--- config.mk ---
export PLATFORM = sky130hd
export DESIGN_NAME = io_tile_cfg_array
export DESIGN_NICKNAME = d
export VERILOG_FILES = /design/src/rtl/io_tile_cfg_array.sv
export SDC_FILE = /design/constraint.sdc
export NUM_CORES = 1
export LEC_CHECK = 0
export ABC_AREA = 0
export BUFFER_PORTS_ARGS = -buffer_cell sky130_fd_sc_hd__buf_2
export CAP_MARGIN = 15
export CORE_MARGIN = 10
export CORE_UTILIZATION = 49
export CTS_CLUSTER_DIAMETER = 30
export DETAILED_ROUTE_END_ITERATION = 7
export PLACE_DENSITY_LB_ADDON = 0.08
export RECOVER_POWER = 100
export SETUP_SLACK_MARGIN = 0.15
export SLEW_MARGIN = 20
export SYNTH_ARGS = -nofsm -noshare
export SYNTH_HDL_FRONTEND = slang
export SYNTH_SLANG_ARGS = --single-unit
--- constraint.sdc ---
create_clock -name prog_clk -period 1.4 [get_ports prog_clk]
set_clock_uncertainty 0.15 [all_clocks]
set_input_delay 0.21 -clock prog_clk [delete_from_list [all_inputs] [get_ports prog_clk]]
set_output_delay 0.21 -clock prog_clk [all_outputs]
set_load 0.005 [all_outputs]
--- src/rtl/io_tile_cfg_array.sv ---
// Multi-channel embedded-IO tile: NUM_IO pads configured through one serial chain.
// A shadow register applies each completed configuration word atomically.
module io_tile_cfg_array #(
  parameter int NUM_IO   = 4,
  parameter int CFG_BITS = 3,
  parameter int CNT_W    = 8
) (
  input  logic              prog_clk,
  input  logic              pReset_n,
  input  logic              ccff_en,
  input  logic              ccff_head,
  output logic              ccff_tail,
  output logic              cfg_done,
  input  logic [NUM_IO-1:0] gfpga_pad_EMBEDDED_IO_SOC_IN,
  output logic [NUM_IO-1:0] gfpga_pad_EMBEDDED_IO_SOC_OUT,
  output logic [NUM_IO-1:0] gfpga_pad_EMBEDDED_IO_SOC_DIR,
  input  logic [NUM_IO-1:0] io_outpad,
  output logic [NUM_IO-1:0] io_inpad
);

  localparam int S = NUM_IO * CFG_BITS;

  typedef enum logic [2:0] {
    UNCFG    = 3'd0,
    SHIFT    = 3'd1,
    LOAD     = 3'd2,
    LOADED   = 3'd3,
    SHIFT_RE = 3'd4
  } state_t;

  state_t           state;
  logic [S-1:0]     chain;
  logic [S-1:0]     shadow;
  logic [CNT_W-1:0] cnt;
  logic             last_bit;

  assign last_bit  = ccff_en && (cnt == CNT_W'(S - 1));
  assign ccff_tail = chain[S-1];

  always_ff @(posedge prog_clk or negedge pReset_n) begin
    if (!pReset_n) begin
      state    <= UNCFG;
      chain    <= '0;
      shadow   <= '0;
      cnt      <= '0;
      cfg_done <= 1'b0;
    end else begin
      if (ccff_en) begin
        chain <= {chain[S-2:0], ccff_head};
        cnt   <= last_bit ? '0 : cnt + 1'b1;
      end
      case (state)
        UNCFG: begin
          if (ccff_en) state <= last_bit ? LOAD : SHIFT;
        end
        SHIFT, SHIFT_RE: begin
          if (last_bit) state <= LOAD;
        end
        LOAD: begin
          // chain still holds the completed word here; a concurrent shift
          // already counted above as bit 1 of the next word.
          shadow   <= chain;
          cfg_done <= 1'b1;
          state    <= ccff_en ? SHIFT_RE : LOADED;
        end
        LOADED: begin
          if (ccff_en) state <= last_bit ? LOAD : SHIFT_RE;
        end
        default: state <= UNCFG;
      endcase
    end
  end

  // Per-channel layout {inv_out, inv_in, dir}; unconfigured pads stay input-safe.
  for (genvar g = 0; g < NUM_IO; g++) begin : g_ch
    logic dir, inv_in, inv_out;
    assign dir     = shadow[g*CFG_BITS];
    assign inv_in  = shadow[g*CFG_BITS + 1];
    assign inv_out = shadow[g*CFG_BITS + 2];

    assign gfpga_pad_EMBEDDED_IO_SOC_DIR[g] = cfg_done & dir;
    assign gfpga_pad_EMBEDDED_IO_SOC_OUT[g] = cfg_done & dir & (io_outpad[g] ^ inv_out);
    assign io_inpad[g] = cfg_done & ~dir & (gfpga_pad_EMBEDDED_IO_SOC_IN[g] ^ inv_in);
  end

endmodule

Word-level counts from Yosys, hierarchy flattened
Index checks and enable logic that the tools add are counted.

Register bits: 36. Bits of input ports: 12. Output and inout bits: 14.

Add/subtract/negate cells: 1. Equality and inequality tests: 8. Mux-type cells: 8. Bitwise operators: 28. Reductions and logical operators: 4.

Operators with widths (count): bitwise AND 1 bit (16); two-way mux 3 bit (5); one-hot mux 3 bit (4 select lines) (1); adder 8 x 1 -> 8 bit (second input constant) (1); equality test 8 x 4 -> 1 bit (second input constant) (1); two-way mux 8 bit (1); bitwise XOR 1 bit (8); equality test 3 x 2 -> 1 bit (second input constant) (2); != test 2 bit (second input constant) (3); inverter 1 bit (4); equality test 3 x 1 -> 1 bit (second input constant) (1); equality test 3 bit (second input constant) (1); logical NOT 3 bit (1); AND reduction 3 bit (1); two-way mux 2 bit (1); OR reduction 2 bit (1); logical AND 1 bit (1).

Logic depth before layout (Yosys ltp)
Depth after elaboration: 5. Depth in mapped cells: 4.

Worst setup path after synthesis
No wires, ideal clock.

Kind: register to register. Start: reg cnt[0]. End: reg state[0]. Arrival: 1.263 ns. Data required time: 1.147 ns. Setup slack: -0.117 ns. Cell stages (with the launch flop): 5. Path buffers: 0. Clock period less this slack: 1.517 ns. Cells stage by stage: dfrtp_1 ha_1 and2_0 and3_2 o41ai_2.

Cells in the longest elaborated chain, start to end: 5. Elaborated cells on any way between the ends: 7. Those cells by class: eq/ne (2); mux (3); reduce/logical (2).

RTL lines: start, declared (RTL line 34) `logic [CNT_W-1:0] cnt;`; start signal, assigned (RTL line 50) `cnt <= last_bit ? '0 : cnt + 1'b1;`; equality test 8 x 4 -> 1 bit (*) (RTL line 37) `assign last_bit = ccff_en && (cnt == CNT_W'(S - 1));`; logical AND 1 bit (*) (RTL line 37); two-way mux 2 bit (RTL line 54) `if (ccff_en) state <= last_bit ? LOAD : SHIFT;`; two-way mux 3 bit (RTL line 54); one-hot mux 3 bit (4 select lines) (RTL line 52) `case (state)`; end signal, assigned (RTL line 54); end signal, assigned (RTL line 64) `state <= ccff_en ? SHIFT_RE : LOADED;`; end signal, assigned (RTL line 67) `if (ccff_en) state <= last_bit ? LOAD : SHIFT_RE;`; end, declared (RTL line 31) `state_t state;`.

Mark *: on every way between the ends. The rest lies on a longest branch, timed or not. The select of a mux whose other input is x is not followed. A chain may end at the register's enable or synchronous reset.

Worst setup path in the final report
Start: reg cfg_done. End: out io_inpad[2].

Cells in the longest elaborated chain, start to end: 2.

RTL lines: start, declared (RTL line 13) `output logic cfg_done,`; start signal, assigned (RTL line 46) `cfg_done <= 1'b0;`; start signal, assigned (RTL line 63) `cfg_done <= 1'b1;`; bitwise AND 1 bit (2 in a row) (RTL line 83) `assign io_inpad[g] = cfg_done & ~dir & (gfpga_pad_EMBEDDED_IO_SOC_IN[g] ^ inv_in);`; end, declared (RTL line 18) `output logic [NUM_IO-1:0] io_inpad`.

Every way passes these cells.

==> flow_summary.yaml <==
yosys:
  synthDistinctLibCells: 30
  synth-adder-area-share_pct: 0.767
  synth_top_cell_by_area: "dfrtp_1"
  synth_edf_count: 0
  synth_simple_gate_area_share_pct: 14.0
  synth_area_leaders: "dfrtp_1, mux2_2, xnor2_1"
  synth_top_family_by_area: "multiplexers"
  synth_compound_area_share_pct: 3.53
  netlist.area_leader.share_pct: 55.2
  synth_mux_area_share_pct: 17.3
  synth_seq_cells: 36
  async_flop_share_pct: 100
  synthTopCellsByCount: "dfrtp_1, mux2_2, and2_1"
  syn_inst: 124
  synth_ff_type: "dfrtp_1"
  syn-cell-area_um2: 1630
  syn_nets: 137
  yosys_warnings: 0
  synth_most_common_cell: "dfrtp_1"
  avgSynthCellArea_um2: 13.2
  synth-xor-area-share_pct: 7.52
  seq_area_frac_synth_pct: 55.2
setup_path:
  cp_max_fo: 6
  r2r_start: "cnt[0]"
  critPathTopFamily: "flip-flops"
  critPathArrivalTime_ns: 1.24
  r2r_slack_ns: -0.16
  start_kind: "register"
  critPathSlowestCell: "dfrtp_2"
  worstPathCellList: "buf_6, nor3b_2, buf_2"
  rr_endpoint: "state[0]"
  cp-end-kind: "output pin"
  critPathBufInv: 2
  r2r_cells: 4
  worst_path_largest_cell_delay_ns: 0.47
  cp.required_ns: 1.04
  worstSetupPathType: "register to output pin"
final_layout:
  drive_above_1_share_pct: 58.0
  postLayoutCoreUtil_pct: 71.4
  fin_nets: 193
  seqCellArea_um2: 903
  nFillCells: 233
  multi_input_area_um2: 835
  insertedDiodeCount: 0
  area.growth.synth_to_final_pct: 36.9
placed_design:
  dp_hpwl_um: 2250
  port-buffer-count: 25
  gp_congestion: 0.840
global_routing:
  grt_max_degree: 37
  grt_pass1_wl_um: 6050
  first_global_vias: 1257
  grt.total_usage_pct: 12.4
  antenna_found_initial: 0
  globalRouteOverflowTotal: 0
power_and_ir_drop:
  total_power_mw: 2.67
  leakage_nw: 1.07
  p_per_area_nw_per_um2: 1200
  ir_drop_mv: 0.825
die:
  dieHeight_um: 77.7
  rows: 20
  start_util_pct: 52.2
  die_w_um: 77.7
  dieArea_um2: 6040
  coreArea_um2: 3130
  io_pins: 26
drt:
  dr_wl_met3_um: 201
  wl_um: 3560
  topRoutingLayerUsed: "met4"
  drc: 0
  vias: 1159
  post_drt_wl_per_cell_um: 15.8
  drt_iter0_markers: 30
  vias_per_cell: 5.15
  wl_met2_um: 1880
  detail-route-antenna-nets: 0
  wl_met1_um: 1420
  dr.pass1.iters: 4
timing:
  setup_slack_ns: -0.202
  worstMarginPinSlew_ns: 0.772
  fmax_ghz: 0.624
  hold_viol_final: 0
  post-route-period-util_pct: 114
  drv_slew: 0
  rsz0062_at_grt: "yes"
  setup_viol: 22
  min_period_ns: 1.60
  slew_headroom_pct: 48.5
worst_hold_path:
  min_from: "ccff_en"
  worstHoldEndpoint: "cnt[1]"
  whs_path_depth: 3
  hp-class: "primary input to register"
clock_tree:
  cts.clk_slew.worst_paths_ns: 0.11
  cts_root_buf: "clkbuf_4"
  h-tree-depth: 2
  clockBufferDepth: 2
  clock_latency_ns: 0.35
  clock-sinks: 36
  cts_buffers: 5
  cts_tree: "built"
outcome:
  status: "finished with violations"
  violations: "negative setup slack"
flow_run:
  drv_cap: 0
-- timing repair --
action / 4_1_cts / 5_1_grt
gates resized for setup: 36 / 11
hold buffers: 2 / 0
hold endpoints to repair: 37 / 0
setup buffers: 6 / 2
setup endpoints to repair: 36 / 37
pin swaps: 10 / 10
-- per-stage QoR --
step / instances / worst slack (ns) / cell area [um2] / setup TNS (ns) / hold WS, ns
after floorplan: 124 / -0.0549 / 1640 / -0.521 / -0.236
after global placement: 207 / -0.0279 / 1920 / -0.0279 / 0.118
after detailed placement: 207 / -0.0588 / 1920 / -0.0665 / 0.120
after CTS: 223 / -0.220 / 2190 / -2.36 / 0.0278
after global routing: 225 / -0.254 / 2230 / -4.26 / 0.0610
final: 225 / -0.202 / 2230 / -2.72 / 0.0351
-- cell type report --
type	instances	area share, %
sequential	36	40.4
multi-input combinational	83	37.4
tap	44	2.46
inverter	2	0.336
clock buffer	8	2.63
timing repair buffer	52	16.8
-- sequential cells by signal, indices dropped and copies added, names as in the netlist --
name	count
cnt	8
shadow	12
chain	12
cfg_done	1
state	3
-- worst max path at each step --
stage | slack [ns] | endpoint | cells past startpoint | start
floorplan | -0.05 | shadow[0] | 3 | state[0]
global placement | -0.03 | state[0] | 4 | cnt[0]
detailed placement | -0.06 | state[0] | 4 | cnt[0]
CTS | -0.22 | gfpga_pad_EMBEDDED_IO_SOC_OUT[3] | 3 | cfg_done
global route | -0.25 | io_inpad[2] | 3 | cfg_done
finish | -0.20 | io_inpad[2] | 3 | cfg_done
-- metal layers --
metal | global-route usage [%] | vias to the layer above
met5 | 0 | -
met4 | 7.12 | 0
met3 | 3.80 | 9
met2 | 21.2 | 25
met1 | 13.1 | 581
li1 | - | 544
-- report_power, final --
group,switching [mW],internal [mW]
clock,0.337,0.248
sequential,0.166,1.24
combinational,0.275,0.409
-- cells by family (layout without fill, tap and decap cells) --
logic type | Yosys count | after routing
AO/OA/AOI/OAI | 7 | 7
XOR/XNOR | 14 | 14
adder cells (fa/ha/maj) | 1 | 1
buffers and inverters | 5 | 62
flip-flops | 36 | 36
multiplexers | 25 | 25
AND/OR/NAND/NOR | 36 | 36
-- worst register-to-register path, stage by stage (launching register included) --
cell and delay (ns):
dfrtp_1 0.39, ha_1 0.21, and2_0 0.21, and3_4 0.22
o41ai_2 0.28
-- layout by cell type, fill, tap and decap left out, drive strengths merged --
cell,instances
buf,48
dfrtp,36
mux2,25
clkbuf,10
and2,9
xor2,7
xnor2,7
nor2,6
nor3b,5
nand3,4
inv,2
nand2,2
nand2b,2
o21ai,2
dlygate4sd3,2
nand4,1
nor4,1
nor2b,1
and3,1
o22ai,1
or3b,1
o41ai,1
o21bai,1
or2,1
nand3b,1
a41oi,1
a31o,1
nor3,1
ha,1
(Power assumes the default switching activity.)
